===== src/rtl/apu_pkg.sv =====
// rtl/apu_pkg.sv - shared types and widths for the phase increment calculator (PHASE_DELTA_ROUND_EN)
package apu_pkg;

  typedef enum logic [1:0] {
    IDLE = 2'd0,
    DIV  = 2'd1,
    DONE = 2'd2
  } phase_calc_state_t;

  localparam int PHASE_W = 32;

`ifdef PHASE_DELTA_ROUND_EN
  // One extra quotient bit below the LSB carries the half-LSB for rounding.
  localparam int DIV_ITERS = PHASE_W + 1;
`else
  localparam int DIV_ITERS = PHASE_W;
`endif

  localparam int ITER_W = $clog2(DIV_ITERS + 1);

endpackage


===== src/rtl/serial_divider.sv =====
// rtl/serial_divider.sv - bit-serial restoring divider by a constant, one quotient bit per cycle
module serial_divider
  import apu_pkg::*;
#(
  parameter int unsigned DIVISOR = 25_000_000,
  parameter int          NUM_W   = 24
) (
  input  logic                 i_clk,
  input  logic                 i_rst_n,
  input  logic                 i_start,
  input  logic [NUM_W-1:0]     i_num,
  output logic                 o_done,
  output logic [DIV_ITERS-1:0] o_quotient_next
);

  localparam int REM_W = $clog2(DIVISOR) + 1;
  localparam logic [REM_W:0]    DIV_EXT = (REM_W + 1)'(DIVISOR);
  localparam logic [ITER_W-1:0] LAST    = ITER_W'(DIV_ITERS - 1);

  logic [REM_W-1:0]     rem_q, rem_d;
  logic [DIV_ITERS-1:0] quo_q, quo_d;
  logic [ITER_W-1:0]    cnt_q, cnt_d;
  logic                 busy_q, busy_d;
  logic [REM_W:0]       rem2;

  always_comb begin
    rem_d  = rem_q;
    quo_d  = quo_q;
    cnt_d  = cnt_q;
    busy_d = busy_q;
    o_done = 1'b0;
    rem2   = {rem_q, 1'b0};
    if (busy_q) begin
      // rem < DIVISOR always, so rem2 < 2*DIVISOR fits back in REM_W bits.
      if (rem2 >= DIV_EXT) begin
        rem_d = REM_W'(rem2 - DIV_EXT);
        quo_d = {quo_q[DIV_ITERS-2:0], 1'b1};
      end else begin
        rem_d = REM_W'(rem2);
        quo_d = {quo_q[DIV_ITERS-2:0], 1'b0};
      end
      cnt_d = cnt_q + ITER_W'(1);
      if (cnt_q == LAST) begin
        busy_d = 1'b0;
        o_done = 1'b1;
      end
    end else if (i_start) begin
      rem_d  = REM_W'(i_num);
      quo_d  = '0;
      cnt_d  = '0;
      busy_d = 1'b1;
    end
    o_quotient_next = quo_d;
  end

  always_ff @(posedge i_clk) begin
    if (!i_rst_n) begin
      rem_q  <= '0;
      quo_q  <= '0;
      cnt_q  <= '0;
      busy_q <= 1'b0;
    end else begin
      rem_q  <= rem_d;
      quo_q  <= quo_d;
      cnt_q  <= cnt_d;
      busy_q <= busy_d;
    end
  end

endmodule


===== src/rtl/phase_delta_calc.sv =====
// rtl/phase_delta_calc.sv - frequency to phase increment converter; PHASE_DELTA_ROUND_EN selects round-half-up
module phase_delta_calc
  import apu_pkg::*;
#(
  parameter int unsigned SAMPLE_HZ = 25_000_000,
  parameter int          FREQ_W    = 24
) (
  input  logic               i_clk,
  input  logic               i_rst_n,
  input  logic [FREQ_W-1:0]  i_freq_hz,
  input  logic               i_freq_valid,
  output logic               o_freq_ready,
  output logic [PHASE_W-1:0] o_phase_delta,
  output logic               o_phase_delta_valid,
  output logic               o_error
);

  phase_calc_state_t    state_q, state_d;
  logic                 ready_q, ready_d;
  logic [PHASE_W-1:0]   delta_q, delta_d;
  logic                 valid_q, valid_d;
  logic                 error_q, error_d;
  logic                 div_start;
  logic                 div_done;
  logic [DIV_ITERS-1:0] quo_next;
  logic [PHASE_W-1:0]   result;
  logic                 out_of_range;

  serial_divider #(
    .DIVISOR (SAMPLE_HZ),
    .NUM_W   (FREQ_W)
  ) u_div (
    .i_clk           (i_clk),
    .i_rst_n         (i_rst_n),
    .i_start         (div_start),
    .i_num           (i_freq_hz),
    .o_done          (div_done),
    .o_quotient_next (quo_next)
  );

  assign out_of_range = 64'(i_freq_hz) >= 64'(SAMPLE_HZ);

`ifdef PHASE_DELTA_ROUND_EN
  logic [PHASE_W:0] rounded;
  always_comb begin
    rounded = {1'b0, quo_next[PHASE_W:1]} + (PHASE_W + 1)'(quo_next[0]);
    result  = rounded[PHASE_W] ? '1 : rounded[PHASE_W-1:0];
  end
`else
  assign result = quo_next;
`endif

  // The result register is loaded on the edge that completes the last step,
  // so the registered output is already valid during the DONE cycle.
  always_comb begin
    state_d   = state_q;
    ready_d   = ready_q;
    delta_d   = delta_q;
    valid_d   = 1'b0;
    error_d   = 1'b0;
    div_start = 1'b0;
    case (state_q)
      IDLE: begin
        ready_d = 1'b1;
        if (i_freq_valid && ready_q) begin
          ready_d = 1'b0;
          if (out_of_range) begin
            error_d = 1'b1;
            state_d = DONE;
          end else begin
            div_start = 1'b1;
            state_d   = DIV;
          end
        end
      end
      DIV: begin
        if (div_done) begin
          delta_d = result;
          valid_d = 1'b1;
          state_d = DONE;
        end
      end
      DONE: begin
        ready_d = 1'b1;
        state_d = IDLE;
      end
      default: begin
        ready_d = 1'b1;
        state_d = IDLE;
      end
    endcase
  end

  always_ff @(posedge i_clk) begin
    if (!i_rst_n) begin
      state_q <= IDLE;
      ready_q <= 1'b1;
      delta_q <= '0;
      valid_q <= 1'b0;
      error_q <= 1'b0;
    end else begin
      state_q <= state_d;
      ready_q <= ready_d;
      delta_q <= delta_d;
      valid_q <= valid_d;
      error_q <= error_d;
    end
  end

  assign o_freq_ready        = ready_q;
  assign o_phase_delta       = delta_q;
  assign o_phase_delta_valid = valid_q;
  assign o_error             = error_q;

endmodule


===== config.mk =====
export PLATFORM = sky130hd
export DESIGN_NAME = phase_delta_calc
export DESIGN_NICKNAME = d
export VERILOG_FILES = /design/src/rtl/apu_pkg.sv /design/src/rtl/serial_divider.sv /design/src/rtl/phase_delta_calc.sv
export SDC_FILE = /design/constraint.sdc
export NUM_CORES = 1
export LEC_CHECK = 0
export ABC_AREA = 1
export CAP_MARGIN = 20
export CORE_MARGIN = 5
export CORE_UTILIZATION = 45
export DETAILED_ROUTE_END_ITERATION = 7
export PLACE_DENSITY = 0.78
export SLEW_MARGIN = 20
export SYNTH_ARGS = -nofsm -noshare
export SYNTH_HDL_FRONTEND = slang
export SYNTH_SLANG_ARGS = --single-unit

===== constraint.sdc =====
create_clock -name i_clk -period 1.85 [get_ports i_clk]
set_input_delay 0.2775 -clock i_clk [delete_from_list [all_inputs] [get_ports i_clk]]
set_output_delay 0.2775 -clock i_clk [all_outputs]
set_load 0.03 [all_outputs]

* Word-level counts from Yosys, hierarchy flattened
Index checks and enable logic that the tools add are counted.
** Operators by class
- Add/sub/neg operators :: 2
- Multiplexer cells :: 21
- Magnitude comparators :: 1
- Reductions and logical operators :: 6
- Equal/unequal tests :: 4
** Operators by type and width (count)
- 26-bit two-way mux :: 3
- 32-bit two-way mux :: 2
- 27-bit by 25-bit >= comparator with 1-bit output (second input constant) :: 1
- 26-bit by 25-bit subtractor with 26-bit output (second input constant) :: 1
- 6-bit two-way mux :: 2
- 1-bit two-way mux :: 10
- 6-bit by 1-bit adder with 6-bit output (second input constant) :: 1
- 6-bit by 5-bit == test with 1-bit output (second input constant) :: 1
- 2-bit AND reduction :: 3
- 2-bit two-way mux :: 2
- 2-bit inequality test (second input constant) :: 2
- 2-bit one-hot mux with 2 select lines :: 1
- 2-bit by 1-bit == test with 1-bit output (second input constant) :: 1
- 2-bit logical NOT :: 1
- 1-bit one-hot mux with 2 select lines :: 1
- 2-bit nonzero test :: 1
- 1-bit logical AND :: 1
** Word-level totals
- Input port bits :: 27
- Bits in registers :: 101
- Output and inout bits :: 35

* Depth between registers and ports, before layout
Gate-level depths: netlist (run 1).
- Depth in word-level cells :: 5
- Gate-level depth with buffers :: 13

* Modules after synthesis
A second synthesis (run 1) with hierarchy kept.
** Unflattened totals
- Cells, all modules :: 781
- Area, all modules :: 4962.3 um2
** Modules (own cells, without submodules)
- serial_divider :: times used 1, cells an instance 557, seq. area each 1301.2 um2, area an instance 3497.1 um2
- phase_delta_calc :: times used 1, cells an instance 224, seq. area each 720.7 um2, area an instance 1465.2 um2

* Least setup slack after synthesis (run 1)
No wires, ideal clock.
- Path kind :: register to register
- From :: register ready_q (netlist: o_freq_ready)
- To :: register u_div.rem_q[22]
- Arrival :: 1537 ps
- Setup slack :: 245 ps
- Stages on the path, launching flop included :: 8
- Path buffers :: 1
- Required time :: 1783 ps
- Cells stage by stage :: dfxtp_1 > nand3_1 > nor2_1 > clkbuf_1 > nand2_1 > o21ai_0 > inv_1 > a21oi_2
** On the way
- Cells in the longest elaborated chain, start to end :: 4
** Ends and longest elaborated chain
- from (decl) :: RTL line phase_delta_calc.sv:19 : logic ready_q, ready_d;
- from (signal assigned) :: RTL line phase_delta_calc.sv:103 : ready_q <= ready_d;
- 1-bit logical AND :: RTL line phase_delta_calc.sv:65 : if (i_freq_valid && ready_q) begin
- 1-bit two-way mux :: RTL line phase_delta_calc.sv:65
- 1-bit two-way mux :: RTL line phase_delta_calc.sv:62 : case (state_q)
- 2-bit nonzero test (no source line)
- to (signal assigned) :: RTL line serial_divider.sv:63 : rem_q <= rem_d;
- to (decl) :: RTL line serial_divider.sv:20 : logic [REM_W-1:0] rem_q, rem_d;
Every way passes these cells.
A chain may end at the register's enable or synchronous reset.

* Worst setup path in the final report (run 1)
- From :: register ready_q (netlist: o_freq_ready)
- To :: output o_freq_ready
** RTL lines
- to (decl) :: RTL line phase_delta_calc.sv:12 : output logic o_freq_ready,
No word-level cell between the ends.

==> results.txt, run 1 <==
Status - finished, final reports clean
Most frequent cells in the layout - 130 x nand2_1, 105 x inv_1, 98 x dfxtp_1
Crit Path Max Fanout - 3
Buf/Inv on CP - 1
Yosys cell types - 32
I/O Pins - 62
Area of the multi-input gates - 1970 um^2
Post-DP HPWL - 7590 um
Place WS - 0.0818 ns
Htree depth - 3
All-Layer GR Usage - 0.181
First-pass GRT wire length - 19,100 um
Clk root buf - clkbuf_8
Setup bufs post-CTS - 0
Vias in the first global route - 4,452
Area grow syn2layout - 23.5%
CP arrival - 1.44 ns
Post-Route Skew - 0.00837 ns
PD cells - 785 nW/um^2
Slowest cell on crit path - clkdlybuf4s50_1
CTS Sinks - 101
Post-Synthesis Cell Area - 4560 um^2
Synth Instances - 663
Number of max-cap violations - 0
Mapped Nets - 692
Worst-Margin Slew - 0.633 ns
# port buffers - 60
CORE AREA - 9820 um^2
Vias - 4,302
Die Height - 111 um
Synthesized flop and latch total - 101
Fill count - 925
Total Wirelength - 11,000 um
Worst path cell trace - clkdlybuf4s50_1
Worst slew margin - 0.577
Fin crit share - 0.928
Main synth FF type - dfxtp_1
Max Freq - 583 MHz
CTS tree - done
Routed len/inst - 12.7 um
Final nets - 753
Worst path max stage delay - 0.70 ns
Sequential Area - 2030 um^2
Die ar. - 12,300 um^2
Largest net degree at the start of global routing - 39
Detailed Routing Iterations Pass 1 - 4
RePlAce Congestion - 0.866
Startpoint class of the critical path - flip-flop
CTS max path bufs - 2
Register area share after synthesis - 0.443
Max VDD drop - 0.426 mV
Initial core utilization - 0.465
Most common cell after layout, fill and taps aside - nand2_1
ANT nets after route - 0
Final setup margin - 0.134 ns
HP Class - flip-flop to flip-flop
Endpoint type of the worst setup path - output port
Minimum clock period - 1.72 ns
Async set-reset flop share out of synthesis - 0
Antenna cells - 0
Initial antenna violation count - 0
Final setup viols - 0
Rows - 36
CP delay by family, top - buffers and inverters
CTS clk-pin slew, worst paths - 0.10 ns
First DRT Iteration DRCs - 196
Final Max Tran Viols - 0
Post-detailed-route via-to-cell ratio - 4.99
RSZ-0062 raised after global routing - no
Count of flip-flops with a built-in enable after synthesis - 0
Crit path kind - flip-flop to output port
Final hold vios - 0
Clock latency on the worst-skew pair - 0.37 ns
Syn Area/Cell - 6.88 um^2
Setup TNS - 0 ns
Ys Warns - 0
Leak - 2.15 nW
Die X - 111 um
Total gr overflow - 0
CTS Buf Count - 9
Share of cells above drive strength 1 - 0.0919
Remaining DRCs - 0
Data required, critical path - 1.57 ns
==> through the flow <==
stage	hold slack, ns	cell area (um^2)	util	cells	total power (W)
5_1_grt	0.484	5640	0.574	862	0.00466
4_1_cts	0.473	5610	0.571	862	0.00446
3_5_place_dp	0.456	5400	0.550	846	0.00296
3_3_place_gp	0.447	5400	0.550	846	0.00295
6_report	0.471	5640	0.574	862	0.00443
2_1_floorplan	0.427	4560	-	663	0.00272
==> area by class of cell <==
class	instances	share of cell area
Clock buffer	9	0.0220
Tap cell	133	0.0295
Clock inverter	7	0.0153
Timing Repair Buffer	87	0.150
Sequential cell	101	0.359
Multi-Input combinational cell	413	0.350
Inverter	112	0.0746
==> per-layer routing <==
metal,part of all wire,GRT usage,vias to the layer above
met3,0.048,0.0437,19
li1,-,-,2232
met4,0.014,0.0632,0
met2,0.49,0.311,100
met5,0,0,-
met1,0.45,0.220,1951
==> worst paths after layout <==
path                                startpoint                     endpoint  slack [ns]  cells past startpoint
setup / recovery     o_freq_ready$_SDFFE_PN1N_                 o_freq_ready        0.13                      1
hold / removal     u_div.rem_q[0]$_SDFFE_PN0P_  u_div.rem_q[0]$_SDFFE_PN0P_        0.47                      2
setup reg to reg  u_div.rem_q[19]$_SDFFE_PN0P_  u_div.rem_q[9]$_SDFFE_PN0P_        0.18                     10
hold reg to reg    u_div.rem_q[0]$_SDFFE_PN0P_  u_div.rem_q[0]$_SDFFE_PN0P_        0.47                      2
==> report_power, final <==
group          total [W]  switching (W)  internal (W)
Clock            0.00150       0.000841      0.000662
Combinational   0.000633       0.000384      0.000249
Sequential       0.00229      0.0000579       0.00223
Total            0.00443        0.00128       0.00314
==> worst min-delay path: cells and delay by family (launching register included) <==
family | cells | cell delay [ns]
AO/OA/AOI/OAI | 1 | 0.05
flip-flops | 1 | 0.32
AND/OR/NAND/NOR | 1 | 0.06
==> what timing repair did <==
action / CTS / global route
resized for setup: 0 / 9
endpoints found under the hold margin: 0 / 0
hold buffers: 0 / 0
setup endpoints to repair: 0 / 31
==> state kept, by name (all words and copies together), names as in the netlist <==
register and count:
o_phase_delta_valid 1, u_div.cnt_q 6, o_phase_delta 32, u_div.rem_q 26, u_div.busy_q 1, state_q 2
u_div.quo_q 32, o_freq_ready 1
==> Yosys cell counts, drive strengths merged, types with 2 or more instances <==
cell type	count	share of area
nor2	65	0.055
a21oi	59	0.066
ha	2	0.0055
nand2	133	0.11
a31oi	6	0.0082
o21a	2	0.0033
dfxtp	101	0.44
nand3	41	0.046
clkbuf	27	0.022
o21ai	61	0.067
inv	111	0.091
o22ai	31	0.042
xor2	4	0.0077
nand4	3	0.0041
buf	10	0.017
==> logic make-up (layout without fill, tap and decap cells) <==
family          count (synthesis)  count (layout)  share of synthesized area
other cells                     1               1                   0.000822
buf+inv                       149             215                      0.131
flops                         101             101                      0.443
xor+xnor                        4               4                    0.00767
simple gates                  243             243                      0.218
fa+ha+maj                       2               2                    0.00548
compound gates                163             163                      0.194
Power figures use the tool's default switching activity.
==> run 2: changes to the inputs <==
--- a/config.mk
+++ b/config.mk
@@ -9,6 +9,7 @@
 export CAP_MARGIN = 20
 export CORE_MARGIN = 5
 export CORE_UTILIZATION = 45
+export CTS_BUF_LIST = sky130_fd_sc_hd__clkbuf_4
 export DETAILED_ROUTE_END_ITERATION = 7
 export PLACE_DENSITY = 0.78
 export SLEW_MARGIN = 20
==> results.txt, run 2 (same netlist as run 1, synthesis figures left out) <==
Status - finished, final reports clean
CTS max path bufs - 2
Hold_ws - 0.398 ns
Total gr overflow - 0
ANT nets after route - 0
CTS tree - done
Clock latency on the worst-skew pair - 0.45 ns
Reg-to-Reg End - o_phase_delta[3]$_SDFFE_PN0P_
Reg power frac - 0.548
Crit path kind - flip-flop to output port
Final Power - 0.00419 W
First DRT Iteration DRCs - 249
Hold Path Sink - u_div.rem_q[0]$_SDFFE_PN0P_
Post-detailed-route via-to-cell ratio - 5.00
Pint - 0.00293 W
Clk root buf - clkbuf_4
Worst hold stages - 3
Leak - 2.36 nW
CP delay by family, top - buffers and inverters
Clock share of power - 0.302
Startpoint class of the critical path - flip-flop
Routed len/inst - 12.7 um
First-pass GRT wire length - 19,100 um
Most common cell after layout, fill and taps aside - nand2_1
Sw frac - 0.300
Data required, critical path - 1.57 ns
Initial antenna violation count - 0
Share of cells above drive strength 1 - 0.0933
All-Layer GR Usage - 0.180
Worst-Margin Slew - 0.637 ns
CTS clk-pin slew, worst paths - 0.16 ns
Post-DP HPWL - 7590 um
Final setup margin - 0.0512 ns
# port buffers - 60
Launch point of the worst reg-to-reg path - u_div.cnt_q[1]$_SDFFE_PN0P_
Die X - 111 um
Htree depth - 3
Setup bufs post-CTS - 0
Remaining DRCs - 0
Vias in the first global route - 4,435
Number of max-cap violations - 0
PD cells - 747 nW/um^2
Slowest cell on crit path - clkdlybuf4s50_1
Final hold vios - 0
HP Class - input port to flip-flop
Final nets - 753
Worst path cell trace - clkdlybuf4s50_1
CTS Buf Count - 9
Initial core utilization - 0.465
I/O Pins - 62
Worst path max stage delay - 0.69 ns
Vias - 4,307
Total Wirelength - 11,000 um
Sequential Area - 2030 um^2
Max VDD drop - 0.470 mV
RePlAce Congestion - 0.866
Area of the multi-input gates - 1970 um^2
Fin crit share - 0.972
Crit Path Max Fanout - 2
Setup TNS - 0 ns
Antenna cells - 0
Most frequent cells in the layout - 130 x nand2_1, 105 x inv_1, 96 x dfxtp_1
Detailed Routing Iterations Pass 1 - 4
Die Height - 111 um
Final Util - 0.571
FF-to-FF path depth - 8
Area grow syn2layout - 22.9%
Place WS - 0.0818 ns
Die ar. - 12,300 um^2
Post-Route Skew - 0.0164 ns
Comb power frac - 0.151
Largest net degree at the start of global routing - 39
CORE AREA - 9820 um^2
Endpoint type of the worst setup path - output port
Buf/Inv on CP - 1
Internal reg-to-reg setup slack - 0.17 ns
Worst slew margin - 0.574
Minimum clock period - 1.80 ns
Final Max Tran Viols - 0
Sw Pwr - 0.00126 W
Rows - 36
Final setup viols - 0
CP arrival - 1.52 ns
Hold path start - i_freq_hz[0]
Max Freq - 556 MHz
CTS Sinks - 101
Fill count - 933
## run 2: cell types whose count changed in the layout (fill, tap and decap cells not counted), moves of 2 or more
cell / previous run / this run
clkdlybuf4s50_1: 60 / 47
dfxtp_1: 98 / 96
clkbuf_4: 0 / 9
clkbuf_8: 9 / 0
dfxtp_2: 3 / 5
dlymetal6s2s_1: 0 / 13
## run 2: per-stage QoR
| stage | cell area (um^2) | instances |
|---|---|---|
| 6_report | 5610 | 862 |
| 5_1_grt | 5610 | 862 |
| 4_1_cts | 5560 | 862 |
| 3_5_place_dp | 5400 | 846 |
| 3_3_place_gp | 5400 | 846 |
| 2_1_floorplan | 4560 | 663 |
## run 2: power by group through the flow
stage | combinational (W) | clock [W] | sequential [W]
final | 0.000631 | 0.00126 | 0.00229
after global routing | 0.000709 | 0.00140 | 0.00231
after CTS | 0.000632 | 0.00129 | 0.00229
after detailed placement | 0.000628 | 0 | 0.00234
after global placement | 0.000614 | 0 | 0.00233
after floorplan | 0.000396 | 0 | 0.00233
## run 2: final cells by class
cell class              instances  share of cell area
clock inverters                 7              0.0154
inverters                     112              0.0749
clock buffers                   9              0.0120
flip-flops and latches        101               0.361
multi-input cells             413               0.350
well taps                     133              0.0297
repair buffers                 87               0.156
## run 2: worst max-delay path by stage
stage	startpoint	end	slack (ns)	cells after the start
after global placement	i_freq_valid	u_div.cnt_q[3]$_SDFFE_PN0P_	0.13	7
after floorplan	o_freq_ready$_SDFFE_PN1N_	u_div.rem_q[22]$_SDFFE_PN0P_	0.25	7
after CTS	o_freq_ready$_SDFFE_PN1N_	o_freq_ready	0.004	1
after detailed placement	i_freq_valid	u_div.rem_q[12]$_SDFFE_PN0P_	0.08	7
after global routing	o_phase_delta[16]$_SDFFE_PN0P_	o_phase_delta[16]	-0.005	1
final	o_phase_delta[1]$_SDFFE_PN0P_	o_phase_delta[1]	0.05	1
## run 2: what timing repair did
item                                    in CTS  in global routing
resized for setup                            0                 23
endpoints found under the setup margin       0                 49
hold buffers                                 0                  0
## run 2: metal layers
metal,GRT usage,wire length [um],vias up,part of all wire
met5,0,0,-,0
li1,-,-,2233,-
met3,0.0459,548,19,0.050
met4,0.0558,198,0,0.018
met1,0.221,4910,1959,0.45
met2,0.309,5330,96,0.48
==> run 3: changes to the inputs <==
--- a/config.mk
+++ b/config.mk
@@ -11,7 +11,7 @@
 export CORE_UTILIZATION = 45
 export CTS_BUF_LIST = sky130_fd_sc_hd__clkbuf_4
 export DETAILED_ROUTE_END_ITERATION = 7
-export PLACE_DENSITY = 0.78
+export PLACE_DENSITY = 0.76
 export SLEW_MARGIN = 20
 export SYNTH_ARGS = -nofsm -noshare
 export SYNTH_HDL_FRONTEND = slang
==> results.txt, run 3 (same netlist as run 1, synthesis figures left out) <==
HP Class - input port to flip-flop
Minimum clock period - 1.78 ns
Buf/Inv on CP - 1
Final Util - 0.573
Most common cell after layout, fill and taps aside - nand2_1
Max VDD drop - 0.737 mV
Number of max-cap violations - 0
Status - finished, final reports clean
Largest net degree at the start of global routing - 39
CP delay by family, top - buffers and inverters
Startpoint class of the critical path - flip-flop
I/O Pins - 62
Max Freq - 562 MHz
Worst-Margin Slew - 0.499 ns
Die X - 111 um
Placed cell count - 841
Worst path cell trace - clkdlybuf4s50_1
Final setup margin - 0.0720 ns
Endpoint type of the worst setup path - output port
Launch point of the worst reg-to-reg path - u_div.rem_q[19]$_SDFFE_PN0P_
Initial antenna violation count - 0
Worst slew margin - 0.667
# port buffers - 60
All-Layer GR Usage - 0.177
First DRT Iteration DRCs - 262
Final nets - 750
Hold path start - i_freq_hz[0]
Worst path max stage delay - 0.67 ns
Data required, critical path - 1.57 ns
CTS clk-pin slew, worst paths - 0.17 ns
Remaining DRCs - 0
Final hold vios - 0
Hold Path Sink - u_div.rem_q[0]$_SDFFE_PN0P_
CTS max path bufs - 2
CTS tree - done
Total Wirelength - 11,000 um
Most frequent cells in the layout - 130 x nand2_1, 105 x inv_1, 94 x dfxtp_1
# hold bufs at CTS - 0
PD cells - 726 nW/um^2
Fin crit share - 0.961
Detailed Routing Iterations Pass 1 - 4
Final Max Tran Viols - 0
Place WS - 0.0545 ns
Post-Route Skew - 0.0235 ns
CORE AREA - 9820 um^2
Final cell count without fillers - 859
Area grow syn2layout - 23.2%
CTS Buf Count - 9
Share of cells above drive strength 1 - 0.0923
RePlAce Congestion - 0.963
Worst hold stages - 3
Clk root buf - clkbuf_4
FF-to-FF path depth - 11
CP arrival - 1.50 ns
Antenna cells - 0
Setup TNS - 0 ns
Die ar. - 12,300 um^2
Reg-to-Reg End - u_div.rem_q[17]$_SDFFE_PN0P_
Initial core utilization - 0.465
Final Power - 0.00408 W
Crit Path Max Fanout - 2
Post-DP HPWL - 7490 um
Final setup viols - 0
Post-detailed-route via-to-cell ratio - 5.03
Htree depth - 3
First-pass GRT wire length - 18,700 um
Slowest cell on crit path - clkdlybuf4s50_1
ANT nets after route - 0
Leak - 2.50 nW
Rows - 36
Crit path kind - flip-flop to output port
Vias - 4,317
Total gr overflow - 0
Routed len/inst - 12.8 um
Internal reg-to-reg setup slack - 0.16 ns
CTS Sinks - 101
Die Height - 111 um
Worst Setup SP - o_phase_delta[25]$_SDFFE_PN0P_
Clock latency on the worst-skew pair - 0.46 ns
Vias in the first global route - 4,095
WP depth - 1
[run 3: metrics by stage]
step / cell area, um^2 / hold slack, ns
2_1_floorplan: 4560 / 0.427
3_5_place_dp: 5360 / 0.467
4_1_cts: 5500 / 0.378
5_1_grt: 5620 / 0.369
3_3_place_gp: 5360 / 0.448
6_report: 5620 / 0.391
[run 3: repair_timing]
item	4_1_cts	5_1_grt
setup buffers	0	1
pin swaps	0	1
gates cloned	0	1
resized for setup	3	35
setup endpoints to repair	3	61
[run 3: how the worst max path moves through the flow]
stage | to | slack, ns
2_1_floorplan | u_div.rem_q[22]$_SDFFE_PN0P_ | 0.25
3_3_place_gp | u_div.rem_q[23]$_SDFFE_PN0P_ | 0.14
3_5_place_dp | u_div.cnt_q[3]$_SDFFE_PN0P_ | 0.05
4_1_cts | o_phase_delta[4] | 0.003
5_1_grt | u_div.rem_q[15]$_SDFFE_PN0P_ | -0.04
6_report | o_phase_delta[25] | 0.07
[run 3: final cells by class]
type | instances | area, um^2
Clock buffer | 9 | 67.6
Clock inverter | 7 | 72.6
Fill cell | 942 | 4200
Inverter | 112 | 420
Multi-Input combinational cell | 413 | 1970
Sequential cell | 101 | 2030
Tap cell | 133 | 166
Timing Repair Buffer | 84 | 893
[run 3: per-layer routing]
layer  GRT usage  vias to the layer above  part of all wire
li1            -                     2232                 -
met1       0.221                     1973              0.45
met2       0.306                      104              0.50
met3      0.0475                        8             0.044
met4      0.0378                        0            0.0075
met5           0                        -                 0
[run 3: where the power goes]
part | internal [W] | switching [W] | total [W]
sequential | 0.00224 | 0.0000617 | 0.00230
clock | 0.000322 | 0.000850 | 0.00117
combinational | 0.000236 | 0.000377 | 0.000612
total | 0.00280 | 0.00129 | 0.00408
